==> config.mk <==
export PLATFORM = sky130hd
export DESIGN_NAME = prog_loader
export DESIGN_NICKNAME = d
export VERILOG_FILES = /design/src/rtl/loader_pkg.sv /design/src/rtl/loader_word_asm.sv /design/src/rtl/prog_loader.sv
export SDC_FILE = /design/constraint.sdc
export NUM_CORES = 1
export LEC_CHECK = 0
export CAP_MARGIN = 15
export CORE_MARGIN = 8
export CORE_UTILIZATION = 50
export DETAILED_ROUTE_END_ITERATION = 8
export PLACE_DENSITY = 0.76
export SKIP_LAST_GASP = 1
export SLEW_MARGIN = 20
export SYNTH_ARGS = -nofsm -noshare
export SYNTH_HDL_FRONTEND = slang
export SYNTH_HIERARCHICAL = 1
export SYNTH_SLANG_ARGS = --single-unit
==> constraint.sdc <==
create_clock -name clock -period 2.1 [get_ports clock]
set_input_delay 0.21 -clock clock [delete_from_list [all_inputs] [get_ports clock]]
set_output_delay 0.21 -clock clock [all_outputs]
set_load 0.02 [all_outputs]
==> src/rtl/loader_pkg.sv <==
// rtl/loader_pkg.sv - shared types and frame constants for the program loader
package loader_pkg;

    // Loader sequencing states
    typedef enum logic [2:0] {
        ST_IDLE   = 3'd0,
        ST_LEN_LO = 3'd1,
        ST_LEN_HI = 3'd2,
        ST_DATA   = 3'd3,
        ST_CHECK  = 3'd4,
        ST_DONE   = 3'd5,
        ST_ERROR  = 3'd6
    } state_t;

    // Frame layout: two length bytes, then little-endian 32-bit words
    localparam int LEN_BYTES      = 2;
    localparam int BYTES_PER_WORD = 4;
    localparam int LANE_W         = 2;

    // Running frame checksum is a plain XOR of every byte before CHK
    function automatic logic [7:0] chk_update(input logic [7:0] chk, input logic [7:0] data);
        return chk ^ data;
    endfunction

endpackage

==> src/rtl/loader_word_asm.sv <==
// rtl/loader_word_asm.sv - byte-to-word assembler, little-endian byte lanes
module loader_word_asm
    import loader_pkg::*;
(
    input  logic              clock,
    input  logic              reset,
    input  logic              clear,
    input  logic              byte_valid,
    input  logic [7:0]        byte_data,
    output logic [31:0]       word,
    output logic              word_valid,
    output logic [LANE_W-1:0] lane
);

    logic [23:0] low_bytes;

    // Capture the lower three lanes; the top lane is taken straight from the input
    always_ff @(posedge clock) begin
        if (!reset || clear) begin
            low_bytes <= '0;
            lane      <= '0;
        end else if (byte_valid) begin
            case (lane)
                2'd0:    low_bytes[7:0]   <= byte_data;
                2'd1:    low_bytes[15:8]  <= byte_data;
                2'd2:    low_bytes[23:16] <= byte_data;
                default: low_bytes        <= low_bytes;
            endcase
            lane <= lane + 2'd1;
        end
    end

    // The word is complete in the same cycle its last byte arrives
    always_comb begin
        word_valid = byte_valid && (lane == LANE_W'(BYTES_PER_WORD - 1));
        word       = {byte_data, low_bytes};
    end

endmodule

==> src/rtl/prog_loader.sv <==
// rtl/prog_loader.sv - framed byte-stream loader writing instruction memory
module prog_loader
    import loader_pkg::*;
#(
    parameter int ADDR_WIDTH = 8
) (
    input  logic                  clock,
    input  logic                  reset,
    input  logic                  start,
    input  logic                  in_valid,
    input  logic [7:0]            in_data,
    output logic                  in_ready,
    output logic                  mem_we,
    output logic [ADDR_WIDTH-1:0] mem_addr,
    output logic [31:0]           mem_wdata,
    output logic                  cpu_hold,
    output logic                  load_done,
    output logic                  load_error,
    output logic [ADDR_WIDTH:0]   words_written
);

    localparam int DEPTH = 2 ** ADDR_WIDTH;

    state_t            state;
    state_t            state_nxt;
    logic [7:0]        len_lo;
    logic [15:0]       len;
    logic [15:0]       len_full;
    logic              len_over;
    logic [7:0]        checksum;
    logic              accept;
    logic              restart;
    logic              idle_like;
    logic [31:0]       asm_word;
    logic              asm_word_valid;
    logic [LANE_W-1:0] asm_lane;
    logic              last_written;

    // Handshake, restart qualification and length decode
    always_comb begin
        idle_like    = (state == ST_IDLE) || (state == ST_DONE) || (state == ST_ERROR);
        restart      = start && idle_like;
        in_ready     = ((state == ST_LEN_LO) || (state == ST_LEN_HI) || (state == ST_CHECK) ||
                        ((state == ST_DATA) && !mem_we));
        accept       = in_valid && in_ready;
        len_full     = {in_data, len_lo};
        len_over     = {1'b0, len_full} > 17'(DEPTH);
        last_written = mem_we && (16'(words_written) == len) && (asm_lane == '0);
    end

    loader_word_asm u_word_asm (
        .clock      (clock),
        .reset      (reset),
        .clear      (restart),
        .byte_valid (accept && (state == ST_DATA)),
        .byte_data  (in_data),
        .word       (asm_word),
        .word_valid (asm_word_valid),
        .lane       (asm_lane)
    );

    // State register
    always_ff @(posedge clock) begin
        if (!reset) begin
            state <= ST_IDLE;
        end else begin
            state <= state_nxt;
        end
    end

    // Next-state decode
    always_comb begin
        state_nxt = state;
        case (state)
            ST_IDLE, ST_DONE, ST_ERROR: begin
                if (start) state_nxt = ST_LEN_LO;
            end
            ST_LEN_LO: begin
                if (accept) state_nxt = ST_LEN_HI;
            end
            ST_LEN_HI: begin
                if (accept) begin
                    if (len_over)             state_nxt = ST_ERROR;
                    else if (len_full == '0) state_nxt = ST_CHECK;
                    else                     state_nxt = ST_DATA;
                end
            end
            ST_DATA: begin
                if (last_written) state_nxt = ST_CHECK;
            end
            ST_CHECK: begin
                if (accept) state_nxt = (in_data == checksum) ? ST_DONE : ST_ERROR;
            end
            default: state_nxt = ST_IDLE;
        endcase
    end

    // Length capture, checksum, memory write port and status outputs
    always_ff @(posedge clock) begin
        if (!reset) begin
            len_lo        <= '0;
            len           <= '0;
            checksum      <= '0;
            mem_we        <= 1'b0;
            mem_addr      <= '0;
            mem_wdata     <= '0;
            cpu_hold      <= 1'b1;
            load_done     <= 1'b0;
            load_error    <= 1'b0;
            words_written <= '0;
        end else begin
            mem_we <= asm_word_valid;
            if (asm_word_valid) begin
                mem_wdata     <= asm_word;
                mem_addr      <= words_written[ADDR_WIDTH-1:0];
                words_written <= words_written + 1'b1;
            end
            if (restart) begin
                checksum      <= '0;
                words_written <= '0;
                cpu_hold      <= 1'b1;
                load_done     <= 1'b0;
                load_error    <= 1'b0;
            end
            if (accept && (state != ST_CHECK)) begin
                checksum <= chk_update(checksum, in_data);
            end
            if (accept && (state == ST_LEN_LO)) begin
                len_lo <= in_data;
            end
            if (accept && (state == ST_LEN_HI)) begin
                len <= len_full;
                if (len_over) load_error <= 1'b1;
            end
            if (accept && (state == ST_CHECK)) begin
                if (in_data == checksum) begin
                    load_done <= 1'b1;
                    cpu_hold  <= 1'b0;
                end else begin
                    load_error <= 1'b1;
                end
            end
        end
    end

endmodule

==> results.sh <==
export IMPL_root_buffer="clkbuf_8"
export IMPL_hold_violations=0
export IMPL_wl_per_cell_um=16.4
export IMPL_core_sq_mm=0.0101
export IMPL_slew_viol_final=0
export IMPL_irDropWorstVdd_mv=0.552
export IMPL_drtAntennaViolNets=0
export IMPL_fin_ws_ns=0.133
export IMPL_skew_ns=0.00617
export IMPL_nets=626
export IMPL_critPathTopFamily="buffers and inverters"
export IMPL_critPathMaxStageDelay_ns=0.36
export IMPL_vias=4089
export IMPL_clk_pin_slew_worst_paths_ns=0.06
export IMPL_setup_viol=0
export IMPL_maxCapViolations=0
export IMPL_drive_gt1_frac=0.154
export IMPL_drt_pass1_iterations=5
export IMPL_synth_cells=546
export IMPL_numCtsBuffers=17
export IMPL_netlist_area_sq_mm=0.00515
export IMPL_synth_edf_count=0
export IMPL_clock_latency_ns=0.51
export IMPL_seq_area_frac_synth=0.443
export IMPL_slowest_stage="dlygate4sd2_1"
export IMPL_yosys_cell_types_count=46
export IMPL_gr_total_overflow=0
export IMPL_worstPathRequired_ns=1.89
export IMPL_cp_start_kind="flop"
export IMPL_place_port_buffers=65
export IMPL_die_h_um=117
export IMPL_htreeDepth=4
export IMPL_grt_max_degree=51
export IMPL_ys_seq_elements=114
export IMPL_multi_input_area_sq_mm=0.00252
export IMPL_viasPerCell=5.39
export IMPL_start_util=0.508
export IMPL_critPathKind="flop to output port"
export IMPL_antenna_cells=0
export IMPL_hpwl_um=8180
export IMPL_clockBufferDepth=2
export IMPL_cp_end_kind="output port"
export IMPL_synth_most_common_cell="dfxtp_1"
export IMPL_dp_slack_ns=0.0225
export IMPL_path_max_fanout=10
export IMPL_rows=37
export IMPL_async_flop_share=0
export IMPL_io_pins=66
export IMPL_status="completed"
export IMPL_drc=0
export IMPL_fin_area_sq_mm=0.00653
export IMPL_die_area_sq_mm=0.0138
export IMPL_final_fill_count=791
export IMPL_drt_iter0_drc=312
export IMPL_gp_congestion=0.850
export IMPL_antenna_found_initial=0
export IMPL_ys_warn_count=6
export IMPL_cts_tree="built"
export IMPL_p_per_area_mw_per_mm2=992
export IMPL_synth_fp_nets=563
export IMPL_finalCritPeriodShare=0.937
export IMPL_netlist_area_leader_share=0.443
export IMPL_synthTopCellsByArea="dfxtp_1, mux2i_1, nor2_1"
export IMPL_synth_top_area_cell="dfxtp_1"
export IMPL_hold_class="input pin to flop"
export IMPL_slew_headroom=0.604
export IMPL_grt_pass1_vias=4225
export IMPL_cts_sinks=114
export IMPL_path_cells="buf_4 -> nor2_1 -> o21a_1 -> a21oi_1 -> dlygate4sd2_1"
export IMPL_layout_min_cycle_time_ns=1.97
export IMPL_syn_to_final_growth_pct=26.9
export IMPL_grt_setup_unrepaired="true"
export IMPL_worstPathArrival_ns=1.76
export IMPL_grt_pass1_wl_um=21000
export IMPL_fmax_mhz=508
export IMPL_worst_path_buf_inv=2
export IMPL_register_area_sq_mm=0.00228
export IMPL_track_usage=0.182
export IMPL_dpl_cell_area_sq_mm=0.00591
export IMPL_ctsHoldBuffers=0
export IMPL_leakage_uw=0.00222
export IMPL_ys_top_cells_by_count="dfxtp_1, nor2_1, mux2i_1"
export IMPL_avgSynthCellArea_sq_um=9.43
export IMPL_ys_flop_type="dfxtp_1"
export IMPL_die_width_um=117
export IMPL_tightestPinTransition_ns=0.594
export IMPL_wl_um=12400
-- flip-flops by register name, summed over array words and instances, names as in the netlist --
| name | flops |
|---|---|
| mem_addr | 8 |
| u_word_asm/lane | 2 |
| len | 16 |
| load_error | 1 |
| checksum | 8 |
| u_word_asm/low_bytes | 24 |
| cpu_hold | 1 |
| words_written | 9 |
| load_done | 1 |
| state | 3 |
| mem_we | 1 |
| len_lo | 8 |
| mem_wdata | 32 |
-- tightest hold or removal path, stage by stage --
cell,delay (ns)
clkdlybuf4s50_1,0.48
nand3b_1,0.12
a21oi_1,0.06
-- kinds of logic (layout without fill, tap and decap cells) --
kind of cell / after synthesis / after routing / synth area share
simple gates: 189 / 189 / 0.173
flops: 114 / 114 / 0.443
compound gates: 106 / 106 / 0.155
buf+inv: 54 / 130 / 0.0707
mux: 52 / 52 / 0.101
xor+xnor: 26 / 26 / 0.0443
fa+ha+maj: 5 / 5 / 0.0122
-- per-layer routing --
metal / wire length, um / track usage / up-vias
li1: - / - / 1983
met1: 5290 / 0.215 / 1939
met2: 5930 / 0.301 / 139
met3: 896 / 0.0518 / 28
met4: 329 / 0.0833 / 0
met5: 0 / 0 / -
-- cells in the final DEF, fill, tap and decap left out, types with 3 or more instances in the layout --
master,count
dfxtp_1,113
clkinv_2,5
a21bo_1,23
bufinv_16,4
clkdlybuf4s50_1,64
mux2i_1,52
buf_12,5
nand2_1,44
o21ai_0,4
nand3_1,24
nand3b_1,8
xor2_1,5
a32o_1,3
nand4_1,9
nor2_1,72
a21oi_2,24
ha_1,5
a21oi_1,29
clkbuf_16,16
o21ai_1,11
buf_4,22
nor3_1,3
inv_1,5
nand2b_1,9
o21a_1,4
xnor2_1,21
-- what timing repair did --
item	4_1_cts	5_1_grt
pin swaps	0	0
gates resized for setup	1	2
setup endpoints to repair	1	2
setup buffers	0	0
-- final timing paths --
kind,slack (ns),endpoint,startpoint,cells past startpoint
setup / recovery,0.13,in_ready,state[1]$_SDFFE_PN0P_,5
hold / removal,0.41,checksum[6]$_SDFFE_PN0P_,in_data[6],3
setup reg to reg,0.17,words_written[7]$_SDFFE_PP0P_,state[0]$_SDFFE_PN0P_,8
hold reg to reg,0.45,load_error$_SDFF_PN0_,load_error$_SDFF_PN0_,2
-- where the power goes --
group | leakage [uW] | internal [uW] | switching [uW]
logic | 0.000995 | 467 | 706
clock network | 0.000301 | 1950 | 1010
registers | 0.000920 | 2260 | 78.5
total | 0.00222 | 4680 | 1800
-- stage by stage --
stage	utilization	std cells	TNS, ns	hold slack (ns)	power, uW
after global placement	0.583	726	0	0.444	3510
after floorplan	-	546	0	0.337	3230
after detailed placement	0.583	726	0	0.450	3540
after CTS	0.644	758	0	0.399	6490
final	0.644	758	0	0.411	6480
after global routing	0.644	758	-0.0116	0.442	6730
-- final cells by class --
class,instances,area share
Tap cell,136,0.0261
Sequential cell,114,0.350
Multi-Input combinational cell,378,0.387
Inverter,6,0.00345
Clock buffer,18,0.0655
Clock inverter,14,0.0286
Timing Repair Buffer,92,0.140
(Power assumes the default switching activity.)
